`src/rtl/uart_tx_framer.sv`:
```
// rtl/uart_tx_framer.sv - byte queue plus 8N1 UART serialiser for the hangman link
module uart_tx_framer #(
  parameter int CLKS_PER_BIT = 10,
  parameter int FIFO_DEPTH   = 4
) (
  input  logic                          clk,
  input  logic                          nRst,
  input  logic                          ready,
  input  logic [7:0]                    msg,
  output logic                          tx_serial,
  output logic                          tx_busy,
  output logic                          tx_done,
  output logic                          drop_err,
  output logic [$clog2(FIFO_DEPTH):0]   fifo_count
);

  localparam int AW = $clog2(FIFO_DEPTH);
  localparam int CW = $clog2(CLKS_PER_BIT);
  localparam logic [CW-1:0] BAUD_LAST = CW'(CLKS_PER_BIT - 1);
  localparam logic [AW:0]   FULL_CNT  = (AW+1)'(FIFO_DEPTH);

  typedef enum logic [1:0] {S_IDLE, S_START, S_DATA, S_STOP} state_t;

  state_t          r_state;
  state_t          w_next;
  logic            r_ready_q;
  logic [AW:0]     r_wr;
  logic [AW:0]     r_rd;
  logic [7:0]      r_mem [FIFO_DEPTH];
  logic [CW-1:0]   r_baud;
  logic [2:0]      r_bit;
  logic [7:0]      r_shift;
  logic            r_busy;
  logic            r_drop;

  logic            w_push;
  logic            w_pop;
  logic            w_full;
  logic            w_write;
  logic            w_bit_end;
  logic [AW:0]     w_count;

  // Queue bookkeeping: pointers carry one extra wrap bit so full and empty differ.
  assign w_push    = ready & ~r_ready_q;
  assign w_count   = r_wr - r_rd;
  assign w_full    = (w_count == FULL_CNT);
  assign w_pop     = (r_state == S_IDLE) && (w_count != '0);
  assign w_write   = w_push && (!w_full || w_pop);
  assign w_bit_end = (r_baud == BAUD_LAST);

  assign fifo_count = w_count;
  assign tx_busy    = r_busy;
  assign drop_err   = r_drop;

  // Ready history resets high so a level already held at reset release is not a push.
  always_ff @(posedge clk or negedge nRst) begin
    if (!nRst) begin
      r_ready_q <= 1'b1;
      r_wr      <= '0;
      r_rd      <= '0;
      r_drop    <= 1'b0;
    end else begin
      r_ready_q <= ready;
      if (w_write) r_wr <= r_wr + 1'b1;
      if (w_pop)   r_rd <= r_rd + 1'b1;
      if (w_push && !w_write) r_drop <= 1'b1;
    end
  end

  // Byte storage; a write at full with a simultaneous pop reuses the slot being read.
  always_ff @(posedge clk) begin
    if (w_write) r_mem[r_wr[AW-1:0]] <= msg;
  end

  // FSM state register.
  always_ff @(posedge clk or negedge nRst) begin
    if (!nRst) r_state <= S_IDLE;
    else       r_state <= w_next;
  end

  // FSM next-state logic: each non-idle state lasts whole bit periods.
  always_comb begin
    w_next = r_state;
    case (r_state)
      S_IDLE:  if (w_pop) w_next = S_START;
      S_START: if (w_bit_end) w_next = S_DATA;
      S_DATA:  if (w_bit_end && (r_bit == 3'd7)) w_next = S_STOP;
      S_STOP:  if (w_bit_end) w_next = S_IDLE;
      default: w_next = S_IDLE;
    endcase
  end

  // FSM outputs: line level decoded from registered state so reset forces it high at once.
  always_comb begin
    tx_serial = 1'b1;
    tx_done   = 1'b0;
    case (r_state)
      S_START: tx_serial = 1'b0;
      S_DATA:  tx_serial = r_shift[0];
      S_STOP:  tx_done   = w_bit_end;
      default: tx_serial = 1'b1;
    endcase
  end

  // Baud/bit counters and the shift register holding the byte on the line.
  always_ff @(posedge clk or negedge nRst) begin
    if (!nRst) begin
      r_baud  <= '0;
      r_bit   <= '0;
      r_shift <= '0;
      r_busy  <= 1'b0;
    end else begin
      r_busy <= (w_next != S_IDLE);
      if (r_state == S_IDLE || w_next != r_state || w_bit_end) r_baud <= '0;
      else                                                      r_baud <= r_baud + CW'(1);
      if (w_pop) r_shift <= r_mem[r_rd[AW-1:0]];
      if (r_state != S_DATA) begin
        r_bit <= '0;
      end else if (w_bit_end && r_bit != 3'd7) begin
        r_bit   <= r_bit + 3'd1;
        r_shift <= {1'b0, r_shift[7:1]};
      end
    end
  end

endmodule

```
`config.mk`:
```
export PLATFORM = sky130hd
export DESIGN_NAME = uart_tx_framer
export DESIGN_NICKNAME = d
export VERILOG_FILES = /design/src/rtl/uart_tx_framer.sv
export SDC_FILE = /design/constraint.sdc
export NUM_CORES = 1
export LEC_CHECK = 0
export ABC_AREA = 1
export BUFFER_PORTS_ARGS = -buffer_cell sky130_fd_sc_hd__buf_2
export CORE_ASPECT_RATIO = 1.2
export CORE_MARGIN = 10
export CORE_UTILIZATION = 50
export DETAILED_ROUTE_END_ITERATION = 8
export PLACE_DENSITY_LB_ADDON = 0.3
export SYNTH_ARGS = -nofsm -noshare
export SYNTH_HDL_FRONTEND = slang
export SYNTH_SLANG_ARGS = --single-unit
```
`constraint.sdc`:
```
create_clock -name clk -period 2.9 [get_ports clk]
set_clock_uncertainty 0.2 [all_clocks]
set_input_delay 0.29 -clock clk [delete_from_list [all_inputs] [get_ports clk]]
set_output_delay 0.29 -clock clk [all_outputs]
set_load 0.01 [all_outputs]
```
==> run_summary.xml <==
<?xml version="1.0" encoding="UTF-8"?>
<metrics>
  <group name="detailed_routing">
    <metric name="avgViaCountPerCell" unit="">4.89</metric>
    <metric name="drt_iter0_drc" unit="">89</metric>
    <metric name="drc" unit="">0</metric>
    <metric name="drt_wl_total" unit="mm">5.11</metric>
    <metric name="num_vias" unit="">1815</metric>
    <metric name="wl_per_cell" unit="um">13.8</metric>
    <metric name="drtAntennaViolNets" unit="">0</metric>
    <metric name="detail_route.first_pass.iterations" unit="">4</metric>
  </group>
  <group name="setup_path">
    <metric name="crit-reg2reg-launch" unit="">r_wr[0]</metric>
    <metric name="critPathArrivalTime" unit="ps">2370</metric>
    <metric name="cp_data_required_time" unit="ps">2660</metric>
    <metric name="cp-start-kind" unit="">flop</metric>
    <metric name="crit_path_kind" unit="">flop to flop</metric>
    <metric name="r2r-end" unit="">r_mem[2][7]</metric>
    <metric name="rr_worst_depth" unit="">8</metric>
    <metric name="worstPathMaxFanout" unit="">8</metric>
    <metric name="timing.critical_path.to_type" unit="">flop</metric>
    <metric name="r2r_setup_slack" unit="ps">300</metric>
  </group>
  <group name="logic_synthesis">
    <metric name="synth_seq_cells" unit="">58</metric>
    <metric name="synth_cell_type_count" unit="">30</metric>
    <metric name="synthesis.instances" unit="">268</metric>
    <metric name="netlist_area" unit="sq mm">0.00272</metric>
    <metric name="netlist.area_leader.share" unit="%">35.4</metric>
    <metric name="synth_area_leaders" unit="">edfxtp_1 (35%), dfrtp_1 (23%), nand2_1 (9.4%)</metric>
    <metric name="synth_area_per_cell" unit="sq um">10.1</metric>
    <metric name="synth.largest_area_cell" unit="">edfxtp_1</metric>
    <metric name="yosys_warnings" unit="">0</metric>
    <metric name="seq_area_frac_synth" unit="%">59.4</metric>
    <metric name="mapped_nets" unit="">290</metric>
  </group>
  <group name="power">
    <metric name="clkPwrFrac" unit="%">33.2</metric>
    <metric name="sw_frac_of_total" unit="%">28.7</metric>
    <metric name="pwr_density_cell" unit="mW/mm^2">665</metric>
    <metric name="power_report.internal_total" unit="mW">1.49</metric>
    <metric name="power.ir.vdd_worst" unit="mV">0.573</metric>
    <metric name="leakage" unit="nW">1.42</metric>
    <metric name="combPwrFrac" unit="%">19.7</metric>
    <metric name="switching_power_summed_over_all_nets" unit="mW">0.600</metric>
    <metric name="power.sequential.fraction" unit="%">47.1</metric>
  </group>
  <group name="outcome">
    <metric name="status" unit="">complete, no violations</metric>
  </group>
  <group name="die">
    <metric name="fp.dieW" unit="um">87.3</metric>
    <metric name="placement_rows" unit="">29</metric>
    <metric name="initial_core_util" unit="%">51.6</metric>
    <metric name="fp.dieH" unit="um">101</metric>
    <metric name="core-area" unit="sq mm">0.00526</metric>
    <metric name="io-pin-count" unit="">18</metric>
    <metric name="floorplan.die_area" unit="sq mm">0.00879</metric>
  </group>
  <group name="global_route">
    <metric name="antenna_found_initial" unit="">0</metric>
    <metric name="first_global_vias" unit="">1932</metric>
    <metric name="grt_first_pass_wirelength" unit="mm">8.72</metric>
    <metric name="residual_overflow_from_global_routing" unit="">0</metric>
    <metric name="globalRouteTotalUtil" unit="%">12.9</metric>
    <metric name="largest_net_degree_at_the_start_of_global_routing" unit="">27</metric>
  </group>
  <group name="hold_path">
    <metric name="hp-start" unit="">r_shift[5]</metric>
    <metric name="timing.hold.worst.class" unit="">flop to flop</metric>
    <metric name="timing.hold.worst_endpoint" unit="">r_shift[4]</metric>
    <metric name="holdPathStages" unit="">2</metric>
  </group>
  <group name="placed_design">
    <metric name="detailedPlace.worstSlack" unit="ps">264</metric>
    <metric name="finalWeightedCongestion" unit="">0.813</metric>
    <metric name="post_dp_cell_area" unit="sq mm">0.00286</metric>
    <metric name="numPortBuffers" unit="">17</metric>
    <metric name="dp.final_hpwl" unit="mm">3.68</metric>
  </group>
  <group name="finish">
    <metric name="drive_gt1_share" unit="%">19.4</metric>
    <metric name="nNetsFinal" unit="">326</metric>
    <metric name="layout.cells.most_common" unit="">nand2_1</metric>
    <metric name="flow.area_growth_from_synthesis" unit="%">15.7</metric>
    <metric name="fin_area" unit="sq mm">0.00314</metric>
    <metric name="diodes" unit="">0</metric>
    <metric name="layout.cells.most_common_list" unit="">nand2_1 (68), edfxtp_1 (32), inv_1 (31), nand3_1 (28), dfrtp_1 (25)</metric>
  </group>
  <group name="timing">
    <metric name="final.setup.tns" unit="ps">0</metric>
    <metric name="worst-slew-pin-transition" unit="ps">634</metric>
    <metric name="rsz0062_at_grt" unit="">false</metric>
    <metric name="timing_hold_violations_final" unit="">0</metric>
    <metric name="post-route-worst-setup-slack" unit="ps">299</metric>
    <metric name="timing.final.setup_violations" unit="">0</metric>
    <metric name="slew_headroom" unit="%">57.6</metric>
    <metric name="final_period_utilization" unit="%">89.7</metric>
    <metric name="timing.final.max_slew_violations" unit="">0</metric>
    <metric name="achievable-frequency" unit="MHz">384</metric>
    <metric name="period_needed" unit="ps">2600</metric>
  </group>
  <group name="job">
    <metric name="maxCapViolCount" unit="">0</metric>
  </group>
  <group name="clocking">
    <metric name="h-tree-depth" unit="">3</metric>
    <metric name="cts_sinks" unit="">58</metric>
    <metric name="cts_root_buf" unit="">clkbuf_8</metric>
    <metric name="cts_buffer_depth" unit="">2</metric>
    <metric name="clk_pin_slew" unit="ps">60</metric>
    <metric name="cts_resized" unit="">0</metric>
    <metric name="cts-buffers-inserted" unit="">9</metric>
    <metric name="clkLatencyLatePin" unit="ps">330</metric>
    <metric name="tritoncts" unit="">done</metric>
    <metric name="post_cts.repair.setup_buffers" unit="">0</metric>
  </group>
</metrics>
-- power by group through the flow --
stage                     registers, mW  clock network (mW)  logic, mW
after floorplan                   0.997                   0      0.276
after global placement             1.00                   0      0.400
after detailed placement           1.00                   0      0.412
after CTS                         0.984               0.713      0.424
after global routing              0.990               0.748      0.468
final                             0.984               0.693      0.411
-- state kept, by name, indices dropped and copies added, names as in the netlist --
| name | count |
|---|---|
| r_bit | 3 |
| tx_busy | 1 |
| drop_err | 1 |
| r_mem | 32 |
| r_baud | 4 |
| r_shift | 8 |
| r_rd | 3 |
| r_wr | 3 |
| r_state | 2 |
| r_ready_q | 1 |
-- routing by layer --
metal / global-route usage (%) / up-vias / share of wire [%]
li1: - / 934 / -
met1: 13.6 / 843 / 40
met2: 21.7 / 28 / 53
met3: 5.26 / 10 / 4.5
met4: 6.39 / 0 / 2.5
met5: 0 / - / 0
-- cell usage after synthesis, drive strengths merged --
library cell and instances:
nand2 80, inv 36, edfxtp 32, nand3 31, dfrtp 25, nor2 23, ha 10, o21ai 8
a21oi 6, buf 4, xor2 3, nand3b 2, xnor2 2, a31o 1, clkbuf 1, dfstp 1
fa 1, nor3 1, o22ai 1
-- what timing repair did --
action / in CTS / in global routing
setup endpoints to repair: 0 / 0
hold endpoints to repair: 54 / 3
hold buffers: 9 / 1
-- how the worst max path moves through the flow --
stage                     slack (ps)    start           to  cells after the start
final                            300  r_wr[0]  r_mem[2][7]                      8
after global routing             130  r_wr[0]  r_mem[2][7]                      8
after CTS                        270  r_wr[0]  r_mem[2][5]                      8
after detailed placement         260  r_wr[0]  r_mem[2][0]                      8
after global placement           380  r_wr[0]  r_mem[2][4]                      8
after floorplan                  520  r_wr[0]  r_mem[2][0]                      8
-- layout make-up --
cell class / instances / area [sq um]
Fill cell: 432 / 2120
Sequential cell: 58 / 1610
Multi-Input combinational cell: 169 / 923
Timing Repair Buffer: 30 / 208
Inverter: 36 / 135
Clock buffer: 9 / 124
Tap cell: 62 / 77.6
Clock inverter: 7 / 60.1
-- cell families after synthesis --
logic type      share of synthesized area (%)
simple gates                             23.6
flops                                    59.4
buf+inv                                  6.59
compound gates                           3.13
fa+ha+maj                                5.35
xor+xnor                                 1.89
-- metrics by stage --
stage	power [mW]	instances	hold WS (ps)	utilization [%]
global placement	1.40	345	131	54.3
detailed placement	1.41	345	136	54.3
global route	2.21	371	304	59.7
finish	2.09	371	284	59.7
floorplan	1.27	268	-206	-
CTS	2.12	370	0.581	59.5
-- critical path: stages (launching register included) --
cell,delay (ps)
dfrtp_1,380
inv_1,100
ha_1,220
fa_1,460
nand2_1,100
nor2_1,60
nand2_1,90
nand2_2,110
nor2_1,520
No activity file was read; power rests on OpenSTA's default activity.
